[src/rtl/gomoku_game_ctrl_if.sv]
// Board-memory and win-checker bus between the game sequencer and its peripherals.
interface gomoku_game_ctrl_if;
    logic [5:0] mem_addr;
    logic       mem_wr_en;
    logic [1:0] mem_wr_data;
    logic [1:0] mem_rd_data;
    logic       chk_start;
    logic       chk_done;
    logic       chk_win;

    modport master (
        output mem_addr, mem_wr_en, mem_wr_data, chk_start,
        input  mem_rd_data, chk_done, chk_win
    );

    modport slave (
        input  mem_addr, mem_wr_en, mem_wr_data, chk_start,
        output mem_rd_data, chk_done, chk_win
    );
endinterface

[src/rtl/gomoku_game_ctrl.sv]
// Game-flow sequencer for the 8x8 gomoku board: clear sweep, move entry/validation,
// commit, win check, turn alternation and per-move countdown.
//
// state  | meaning
// OFF    | power switch off, nothing runs
// CLR    | writing 00 to every board cell, one per clk
// INPUT  | collecting x/y keys, countdown running
// RD     | board address of the cursor presented
// CHK    | read data sampled: occupied -> reject, empty -> commit
// WR     | move written, win checker started
// WINCHK | waiting for the win checker
// SWITCH | hand the turn to the other player
// OVER   | game finished, only reset/power-off leave
module gomoku_game_ctrl #(
    parameter int unsigned TIMEOUT_S = 15,
    parameter int unsigned CELLS     = 64
) (
    input  logic       clk,
    input  logic       rst_n,
    input  logic       i_sw_power,
    input  logic       i_btn_reset_p,
    input  logic       i_btn_ok_p,
    input  logic       i_key_valid_p,
    input  logic [3:0] i_key_code,
    input  logic       i_countdown_tick,
    gomoku_game_ctrl_if.master bus,
    output logic       o_memrst_done,
    output logic       o_cur_player,
    output logic [2:0] o_cursor_x,
    output logic [2:0] o_cursor_y,
    output logic       o_cursor_vx,
    output logic       o_cursor_vy,
    output logic [3:0] o_countdown,
    output logic       o_game_over,
    output logic [1:0] o_winner,
    output logic       o_flicker_rst_p,
    output logic       o_countdown_rst_p,
    output logic       o_buzz_ok_p,
    output logic       o_buzz_err_p,
    output logic       o_buzz_win_p
);
    localparam logic [5:0] LAST_ADDR = 6'(CELLS - 1);
    localparam logic [6:0] ALL_MOVES = 7'(CELLS);
    localparam logic [3:0] TMO       = 4'(TIMEOUT_S);

    typedef enum logic [3:0] {
        S_OFF, S_CLR, S_INPUT, S_RD, S_CHK, S_WR, S_WINCHK, S_SWITCH, S_OVER
    } state_t;

    state_t     r_state, w_state_nxt;
    logic [5:0] r_addr, w_addr_nxt;
    logic       r_wr_en, w_wr_en_nxt;
    logic [1:0] r_wr_data, w_wr_data_nxt;
    logic       r_chk_start, w_chk_start_nxt;
    logic       r_memrst_done, w_memrst_done_nxt;
    logic       r_player, w_player_nxt;
    logic [2:0] r_cx, w_cx_nxt, r_cy, w_cy_nxt;
    logic       r_vx, w_vx_nxt, r_vy, w_vy_nxt;
    logic [3:0] r_countdown, w_countdown_nxt;
    logic       r_game_over, w_game_over_nxt;
    logic [1:0] r_winner, w_winner_nxt;
    logic [6:0] r_moves, w_moves_nxt;
    logic       r_flicker_p, w_flicker_p_nxt;
    logic       r_cdrst_p, w_cdrst_p_nxt;
    logic       r_ok_p, w_ok_p_nxt;
    logic       r_err_p, w_err_p_nxt;
    logic       r_win_p, w_win_p_nxt;
    logic       w_start_clr;

    // Reset in OFF/CLR is ignored; OFF always proceeds to a fresh sweep once powered.
    assign w_start_clr = (r_state == S_OFF) ||
                         (i_btn_reset_p && (r_state != S_CLR));

    always_comb begin
        w_state_nxt       = r_state;
        w_addr_nxt        = r_addr;
        w_wr_en_nxt       = 1'b0;
        w_wr_data_nxt     = r_wr_data;
        w_chk_start_nxt   = 1'b0;
        w_memrst_done_nxt = r_memrst_done;
        w_player_nxt      = r_player;
        w_cx_nxt          = r_cx;
        w_cy_nxt          = r_cy;
        w_vx_nxt          = r_vx;
        w_vy_nxt          = r_vy;
        w_countdown_nxt   = r_countdown;
        w_game_over_nxt   = r_game_over;
        w_winner_nxt      = r_winner;
        w_moves_nxt       = r_moves;
        w_flicker_p_nxt   = 1'b0;
        w_cdrst_p_nxt     = 1'b0;
        w_ok_p_nxt        = 1'b0;
        w_err_p_nxt       = 1'b0;
        w_win_p_nxt       = 1'b0;

        if (!i_sw_power) begin
            w_state_nxt       = S_OFF;
            w_memrst_done_nxt = 1'b0;
        end else if (w_start_clr) begin
            w_state_nxt       = S_CLR;
            w_addr_nxt        = 6'd0;
            w_wr_en_nxt       = 1'b1;
            w_wr_data_nxt     = 2'b00;
            w_memrst_done_nxt = 1'b0;
            w_game_over_nxt   = 1'b0;
            w_winner_nxt      = 2'b00;
        end else begin
            unique case (r_state)
                S_CLR: begin
                    if (r_addr == LAST_ADDR) begin
                        w_state_nxt       = S_INPUT;
                        w_memrst_done_nxt = 1'b1;
                        w_player_nxt      = 1'b0;
                        w_moves_nxt       = 7'd0;
                        w_countdown_nxt   = TMO;
                        w_vx_nxt          = 1'b0;
                        w_vy_nxt          = 1'b0;
                        w_cdrst_p_nxt     = 1'b1;
                        w_flicker_p_nxt   = 1'b1;
                    end else begin
                        w_addr_nxt    = r_addr + 6'd1;
                        w_wr_en_nxt   = 1'b1;
                        w_wr_data_nxt = 2'b00;
                    end
                end
                S_INPUT: begin
                    if (i_btn_ok_p) begin
                        if (r_vx && r_vy) begin
                            w_state_nxt = S_RD;
                            w_addr_nxt  = {r_cy, r_cx};
                        end else begin
                            w_err_p_nxt = 1'b1;
                        end
                    end else if (i_countdown_tick) begin
                        if (r_countdown <= 4'd1) begin
                            w_err_p_nxt = 1'b1;
                            w_state_nxt = S_SWITCH;
                        end else begin
                            w_countdown_nxt = r_countdown - 4'd1;
                        end
                    end else if (i_key_valid_p) begin
                        if (i_key_code[3]) begin
                            w_cx_nxt = i_key_code[2:0];
                            w_vx_nxt = 1'b1;
                        end else begin
                            w_cy_nxt = i_key_code[2:0];
                            w_vy_nxt = 1'b1;
                        end
                    end
                end
                S_RD: w_state_nxt = S_CHK;
                S_CHK: begin
                    if (bus.mem_rd_data != 2'b00) begin
                        w_err_p_nxt = 1'b1;
                        w_vx_nxt    = 1'b0;
                        w_vy_nxt    = 1'b0;
                        w_state_nxt = S_INPUT;
                    end else begin
                        // Strobes are registered on entry so they are high for exactly the WR cycle.
                        w_state_nxt     = S_WR;
                        w_wr_en_nxt     = 1'b1;
                        w_wr_data_nxt   = r_player ? 2'b10 : 2'b01;
                        w_chk_start_nxt = 1'b1;
                        w_moves_nxt     = r_moves + 7'd1;
                    end
                end
                S_WR: w_state_nxt = S_WINCHK;
                S_WINCHK: begin
                    if (bus.chk_done) begin
                        if (bus.chk_win) begin
                            w_winner_nxt    = r_player ? 2'b10 : 2'b01;
                            w_game_over_nxt = 1'b1;
                            w_win_p_nxt     = 1'b1;
                            w_flicker_p_nxt = 1'b1;
                            w_state_nxt     = S_OVER;
                        end else if (r_moves == ALL_MOVES) begin
                            w_winner_nxt    = 2'b00;
                            w_game_over_nxt = 1'b1;
                            w_win_p_nxt     = 1'b1;
                            w_state_nxt     = S_OVER;
                        end else begin
                            w_ok_p_nxt  = 1'b1;
                            w_state_nxt = S_SWITCH;
                        end
                    end
                end
                S_SWITCH: begin
                    w_player_nxt    = ~r_player;
                    w_vx_nxt        = 1'b0;
                    w_vy_nxt        = 1'b0;
                    w_countdown_nxt = TMO;
                    w_cdrst_p_nxt   = 1'b1;
                    w_flicker_p_nxt = 1'b1;
                    w_state_nxt     = S_INPUT;
                end
                S_OVER: w_state_nxt = S_OVER;
                default: w_state_nxt = S_OFF;
            endcase
        end
    end

    always_ff @(posedge clk or negedge rst_n) begin
        if (!rst_n) begin
            r_state       <= S_OFF;
            r_addr        <= 6'd0;
            r_wr_en       <= 1'b0;
            r_wr_data     <= 2'b00;
            r_chk_start   <= 1'b0;
            r_memrst_done <= 1'b0;
            r_player      <= 1'b0;
            r_cx          <= 3'd0;
            r_cy          <= 3'd0;
            r_vx          <= 1'b0;
            r_vy          <= 1'b0;
            r_countdown   <= TMO;
            r_game_over   <= 1'b0;
            r_winner      <= 2'b00;
            r_moves       <= 7'd0;
            r_flicker_p   <= 1'b0;
            r_cdrst_p     <= 1'b0;
            r_ok_p        <= 1'b0;
            r_err_p       <= 1'b0;
            r_win_p       <= 1'b0;
        end else begin
            r_state       <= w_state_nxt;
            r_addr        <= w_addr_nxt;
            r_wr_en       <= w_wr_en_nxt;
            r_wr_data     <= w_wr_data_nxt;
            r_chk_start   <= w_chk_start_nxt;
            r_memrst_done <= w_memrst_done_nxt;
            r_player      <= w_player_nxt;
            r_cx          <= w_cx_nxt;
            r_cy          <= w_cy_nxt;
            r_vx          <= w_vx_nxt;
            r_vy          <= w_vy_nxt;
            r_countdown   <= w_countdown_nxt;
            r_game_over   <= w_game_over_nxt;
            r_winner      <= w_winner_nxt;
            r_moves       <= w_moves_nxt;
            r_flicker_p   <= w_flicker_p_nxt;
            r_cdrst_p     <= w_cdrst_p_nxt;
            r_ok_p        <= w_ok_p_nxt;
            r_err_p       <= w_err_p_nxt;
            r_win_p       <= w_win_p_nxt;
        end
    end

    assign bus.mem_addr      = r_addr;
    assign bus.mem_wr_en     = r_wr_en;
    assign bus.mem_wr_data   = r_wr_data;
    assign bus.chk_start     = r_chk_start;
    assign o_memrst_done     = r_memrst_done;
    assign o_cur_player      = r_player;
    assign o_cursor_x        = r_cx;
    assign o_cursor_y        = r_cy;
    assign o_cursor_vx       = r_vx;
    assign o_cursor_vy       = r_vy;
    assign o_countdown       = r_countdown;
    assign o_game_over       = r_game_over;
    assign o_winner          = r_winner;
    assign o_flicker_rst_p   = r_flicker_p;
    assign o_countdown_rst_p = r_cdrst_p;
    assign o_buzz_ok_p       = r_ok_p;
    assign o_buzz_err_p      = r_err_p;
    assign o_buzz_win_p      = r_win_p;
endmodule

[src/flat_wrapper.sv]
// flat-port wrapper written by rule: the top's interface ports become plain ports
module gomoku_game_ctrl_flat 
#(
    parameter int unsigned TIMEOUT_S = 15,
    parameter int unsigned CELLS     = 64
)
  (clk, rst_n, i_sw_power, i_btn_reset_p, i_btn_ok_p, i_key_valid_p, i_key_code, i_countdown_tick, o_memrst_done, o_cur_player, o_cursor_x, o_cursor_y, o_cursor_vx, o_cursor_vy, o_countdown, o_game_over, o_winner, o_flicker_rst_p, o_countdown_rst_p, o_buzz_ok_p, o_buzz_err_p, o_buzz_win_p, bus_mem_addr, bus_mem_wr_en, bus_mem_wr_data, bus_chk_start, bus_mem_rd_data, bus_chk_done, bus_chk_win);
  gomoku_game_ctrl_if bus_i ();
  input  logic clk;
  input  logic rst_n;
  input  logic i_sw_power;
  input  logic i_btn_reset_p;
  input  logic i_btn_ok_p;
  input  logic i_key_valid_p;
  input  logic [3:0] i_key_code;
  input  logic i_countdown_tick;
  output logic o_memrst_done;
  output logic o_cur_player;
  output logic [2:0] o_cursor_x;
  output logic [2:0] o_cursor_y;
  output logic o_cursor_vx;
  output logic o_cursor_vy;
  output logic [3:0] o_countdown;
  output logic o_game_over;
  output logic [1:0] o_winner;
  output logic o_flicker_rst_p;
  output logic o_countdown_rst_p;
  output logic o_buzz_ok_p;
  output logic o_buzz_err_p;
  output logic o_buzz_win_p;
  output wire logic [$bits(bus_i.mem_addr)-1:0] bus_mem_addr;
  output wire logic [$bits(bus_i.mem_wr_en)-1:0] bus_mem_wr_en;
  output wire logic [$bits(bus_i.mem_wr_data)-1:0] bus_mem_wr_data;
  output wire logic [$bits(bus_i.chk_start)-1:0] bus_chk_start;
  input wire logic [$bits(bus_i.mem_rd_data)-1:0] bus_mem_rd_data;
  input wire logic [$bits(bus_i.chk_done)-1:0] bus_chk_done;
  input wire logic [$bits(bus_i.chk_win)-1:0] bus_chk_win;
  assign bus_mem_addr = bus_i.mem_addr;
  assign bus_mem_wr_en = bus_i.mem_wr_en;
  assign bus_mem_wr_data = bus_i.mem_wr_data;
  assign bus_chk_start = bus_i.chk_start;
  assign bus_i.mem_rd_data = bus_mem_rd_data;
  assign bus_i.chk_done = bus_chk_done;
  assign bus_i.chk_win = bus_chk_win;
  gomoku_game_ctrl #(.TIMEOUT_S(TIMEOUT_S), .CELLS(CELLS)) u_core (.clk(clk), .rst_n(rst_n), .i_sw_power(i_sw_power), .i_btn_reset_p(i_btn_reset_p), .i_btn_ok_p(i_btn_ok_p), .i_key_valid_p(i_key_valid_p), .i_key_code(i_key_code), .i_countdown_tick(i_countdown_tick), .bus(bus_i), .o_memrst_done(o_memrst_done), .o_cur_player(o_cur_player), .o_cursor_x(o_cursor_x), .o_cursor_y(o_cursor_y), .o_cursor_vx(o_cursor_vx), .o_cursor_vy(o_cursor_vy), .o_countdown(o_countdown), .o_game_over(o_game_over), .o_winner(o_winner), .o_flicker_rst_p(o_flicker_rst_p), .o_countdown_rst_p(o_countdown_rst_p), .o_buzz_ok_p(o_buzz_ok_p), .o_buzz_err_p(o_buzz_err_p), .o_buzz_win_p(o_buzz_win_p));
endmodule
[config.mk]
export PLATFORM = sky130hd
export DESIGN_NAME = gomoku_game_ctrl_flat
export DESIGN_NICKNAME = d
export VERILOG_FILES = /design/src/rtl/gomoku_game_ctrl_if.sv /design/src/rtl/gomoku_game_ctrl.sv /design/src/flat_wrapper.sv
export SDC_FILE = /design/constraint.sdc
export NUM_CORES = 1
export LEC_CHECK = 0
export BUFFER_PORTS_ARGS = -buffer_cell sky130_fd_sc_hd__buf_2
export CAP_MARGIN = 25
export CELL_PAD_IN_SITES_DETAIL_PLACEMENT = 1
export CELL_PAD_IN_SITES_GLOBAL_PLACEMENT = 1
export CORE_ASPECT_RATIO = 0.8
export CORE_MARGIN = 3
export CORE_UTILIZATION = 30
export CTS_BUF_LIST = sky130_fd_sc_hd__clkbuf_16
export CTS_CLUSTER_SIZE = 24
export DETAILED_ROUTE_END_ITERATION = 7
export PLACE_DENSITY_LB_ADDON = 0.1
export SKIP_CTS_REPAIR_TIMING = 1
export SLEW_MARGIN = 5
export SYNTH_ARGS = -nofsm -noshare
export SYNTH_HDL_FRONTEND = slang
export SYNTH_SLANG_ARGS = --single-unit
[constraint.sdc]
create_clock -name clk -period 2.5 [get_ports clk]
set_input_delay 0.75 -clock clk [delete_from_list [all_inputs] [get_ports clk]]
set_output_delay 0.75 -clock clk [all_outputs]
set_load 0.005 [all_outputs]
==> impl_metrics.yaml <==
power:
  power_density_nw_per_um2: 588
  max-vdd-ir-drop_mv: 0.234
  p_total_w: 0.00184
  p_leak_nw: 1.51
cts:
  root_buffer: "clkbuf_16"
  cts_tree: "done"
  clk_pin_slew_ns: 0.06
  htree_levels: 2
  clkLatencyLatePin_ns: 0.29
  numCtsBuffers: 5
  clock_sinks: 43
  clock_path_buffers: 2
critical_path:
  crit_family: "simple AND/OR/NAND/NOR gates"
  path_buf_inv: 0
  worstReg2RegEnd: "u_core.o_cursor_x[2]$_DFFE_PN0P_"
  critical_path_depth: 5
  cp.required_ns: 2.67
  r2r-start: "u_core.r_state[3]$_DFFE_PN0P_"
  crit_chain: "o31ai_4 > nand2_1 > or4_4 > or3_4 > mux2_4"
  cp.arrival_ns: 2.46
  cp-start-kind: "register"
  startpoint: "u_core.r_state[3]$_DFFE_PN0P_"
  critPathCapture: "u_core.o_cursor_x[2]$_DFFE_PN0P_"
  slowest_delay_ns: 0.52
  rr_worst_depth: 5
  cpMaxStageDelayCell: "dfrtp_1"
  path_max_fanout: 10
  path_class: "register to register"
  worst_setup_path_end_kind: "register"
  r2r_slack_ns: 0.21
sta:
  final_max_slew_viol_count: 0
  grt_setup_unrepaired: "no"
  hold_ws_ns: 0.474
  max_freq_mhz: 436
  finalCritPeriodShare: 0.917
  fin_setup_tns_ns: 0
  setup_viol: 0
  hold_violations: 0
  tightest_slew_ns: 0.607
  min_period_ns: 2.29
  fin_skew_ns: 0.00586
  slew_headroom: 0.592
synth:
  synth_seq_cells: 43
  async_flop_share: 1.00
  netlist.area_leader.share: 0.393
  yosysWarnings: 0
  avgSynthCellArea_um2: 9.40
  syn_area_um2: 2480
  seq_area_frac_synth: 0.435
  yosys.area.top_type: "dfrtp_1"
  syn_inst: 264
  ys_top_cells_by_area: "dfrtp_1 39%, nand2_1 5.0%, dfstp_2 4.2%"
  netlist-cell-type-count: 59
  syn_nets: 284
  yosysMostFrequentCell: "dfrtp_1"
  synth_ff_type: "dfrtp_1"
  synth_edf_count: 0
  synthTopCellsByCount: "39 x dfrtp_1, 33 x nand2_1, 17 x inv_1, 16 x a21oi_1, 13 x nor2_1"
floorplanning:
  chipWidth_um: 108
  dieArea_um2: 9410
  die_h_um: 87.4
  core_area_um2: 7980
  initial_core_util: 0.311
  std_cell_rows: 29
  ios: 47
layout:
  syn_to_final_growth_pct: 26.3
  nets: 349
  fillers: 956
  antenna_cells: 0
  drive_gt1_frac: 0.306
detailed_routing:
  avgViaCountPerCell: 5.12
  detail-route-antenna-nets: 0
  first_iter_violations: 97
  drc: 0
  avgRoutedWirePerCell_um: 16.6
  dr.pass1.iters: 4
  dr_total_vias: 2244
  totalWireLength_um: 7250
placement:
  hpwl_um: 5430
  port_buffers: 46
  gp_congestion: 0.778
global_routing:
  grt_pass1_vias: 2339
  overflow: 0
  gr-usage-all-layers: 0.165
  grt_pass1_wl_um: 12200
  antenna_found_initial: 0
  grt_start_max_net_pins: 44
flow_run:
  cap_violations: 0
worst_hold_path:
  min_path_type: "register to register"
run_status:
  status: "finished clean"
==> report_power, final <==
part	total [W]	switching (W)	internal, W	leakage, nW
clock	0.000746	0.000279	0.000466	0.0812
sequential	0.000763	0.0000353	0.000728	0.580
combinational	0.000336	0.000187	0.000148	0.851
total	0.00184	0.000502	0.00134	1.51
==> worst min path at each step <==
stage / startpoint / end / slack [ns] / cells after the start
6_report: u_core.o_game_over$_DFFE_PN0P_ / u_core.o_game_over$_DFFE_PN0P_ / 0.47 / 1
5_1_grt: u_core.o_game_over$_DFFE_PN0P_ / u_core.o_game_over$_DFFE_PN0P_ / 0.51 / 1
3_3_place_gp: u_core.o_game_over$_DFFE_PN0P_ / u_core.o_game_over$_DFFE_PN0P_ / 0.46 / 1
3_5_place_dp: u_core.o_game_over$_DFFE_PN0P_ / u_core.o_game_over$_DFFE_PN0P_ / 0.46 / 1
4_1_cts: u_core.o_game_over$_DFFE_PN0P_ / u_core.o_game_over$_DFFE_PN0P_ / 0.48 / 1
2_1_floorplan: rst_n / u_core.bus.chk_start$_DFF_PN0_ / 0.45 / 0
==> per-stage QoR <==
step	cells	setup slack (ns)	cell area, um^2	utilization
3_5_place_dp	430	0.0698	2970	0.372
2_1_floorplan	264	0.0114	2480	-
3_3_place_gp	430	0.0787	2970	0.372
4_1_cts	438	0.198	3140	0.393
6_report	438	0.206	3140	0.393
5_1_grt	438	0.0140	3140	0.393
==> layout make-up <==
class	instances	area (um^2)	share of cell area
timing repair buffer	69	403	0.128
clock inverter	3	38.8	0.0124
clock buffer	5	125	0.0399
sequential	43	1080	0.345
tap	108	135	0.0431
inverter	18	67.6	0.0215
multi-input combinational	192	1280	0.410
==> cells by family after synthesis <==
kind of cell / Yosys count / share of synthesized area
adder cells (fa/ha/maj): 5 / 0.0252
AND/OR/NAND/NOR: 104 / 0.231
AO/OA/AOI/OAI: 72 / 0.209
flip-flops: 43 / 0.435
multiplexers: 11 / 0.0529
buffers and inverters: 29 / 0.0469
==> per-layer routing <==
metal	track usage	routed length, um	share of wire	vias up
met3	0.0304	256	0.035	5
met1	0.251	3850	0.53	1102
li1	-	-	-	1098
met2	0.241	3090	0.43	39
met4	0.0424	55	0.0076	0
met5	0	0	0	-
==> registers in the layout, summed over array words and instances (netlist names), 2 cells and up <==
register,flops
u_core.bus.mem_addr,6
u_core.o_cursor_y,3
u_core.bus.mem_wr_data,2
u_core.o_cursor_x,3
u_core.r_moves,7
u_core.r_state,4
u_core.o_winner,2
u_core.o_countdown,4
==> layout by cell type, fill, tap and decap left out, types with 4 or more instances in the layout <==
master     instances
clkbuf_16          5
nor2_1            13
a221oi_1           4
a21oi_1           16
or3_1              4
and3_1             7
buf_4             23
nor3_1             5
nand2b_1           7
ha_1               5
nand2_1           33
buf_2             46
nor4_1             5
dfrtp_1           39
a31oi_1           10
o21ai_0            8
mux2_2             5
nand3_1            7
inv_1             17
dfstp_2            4
Power figures use the tool's default switching activity.
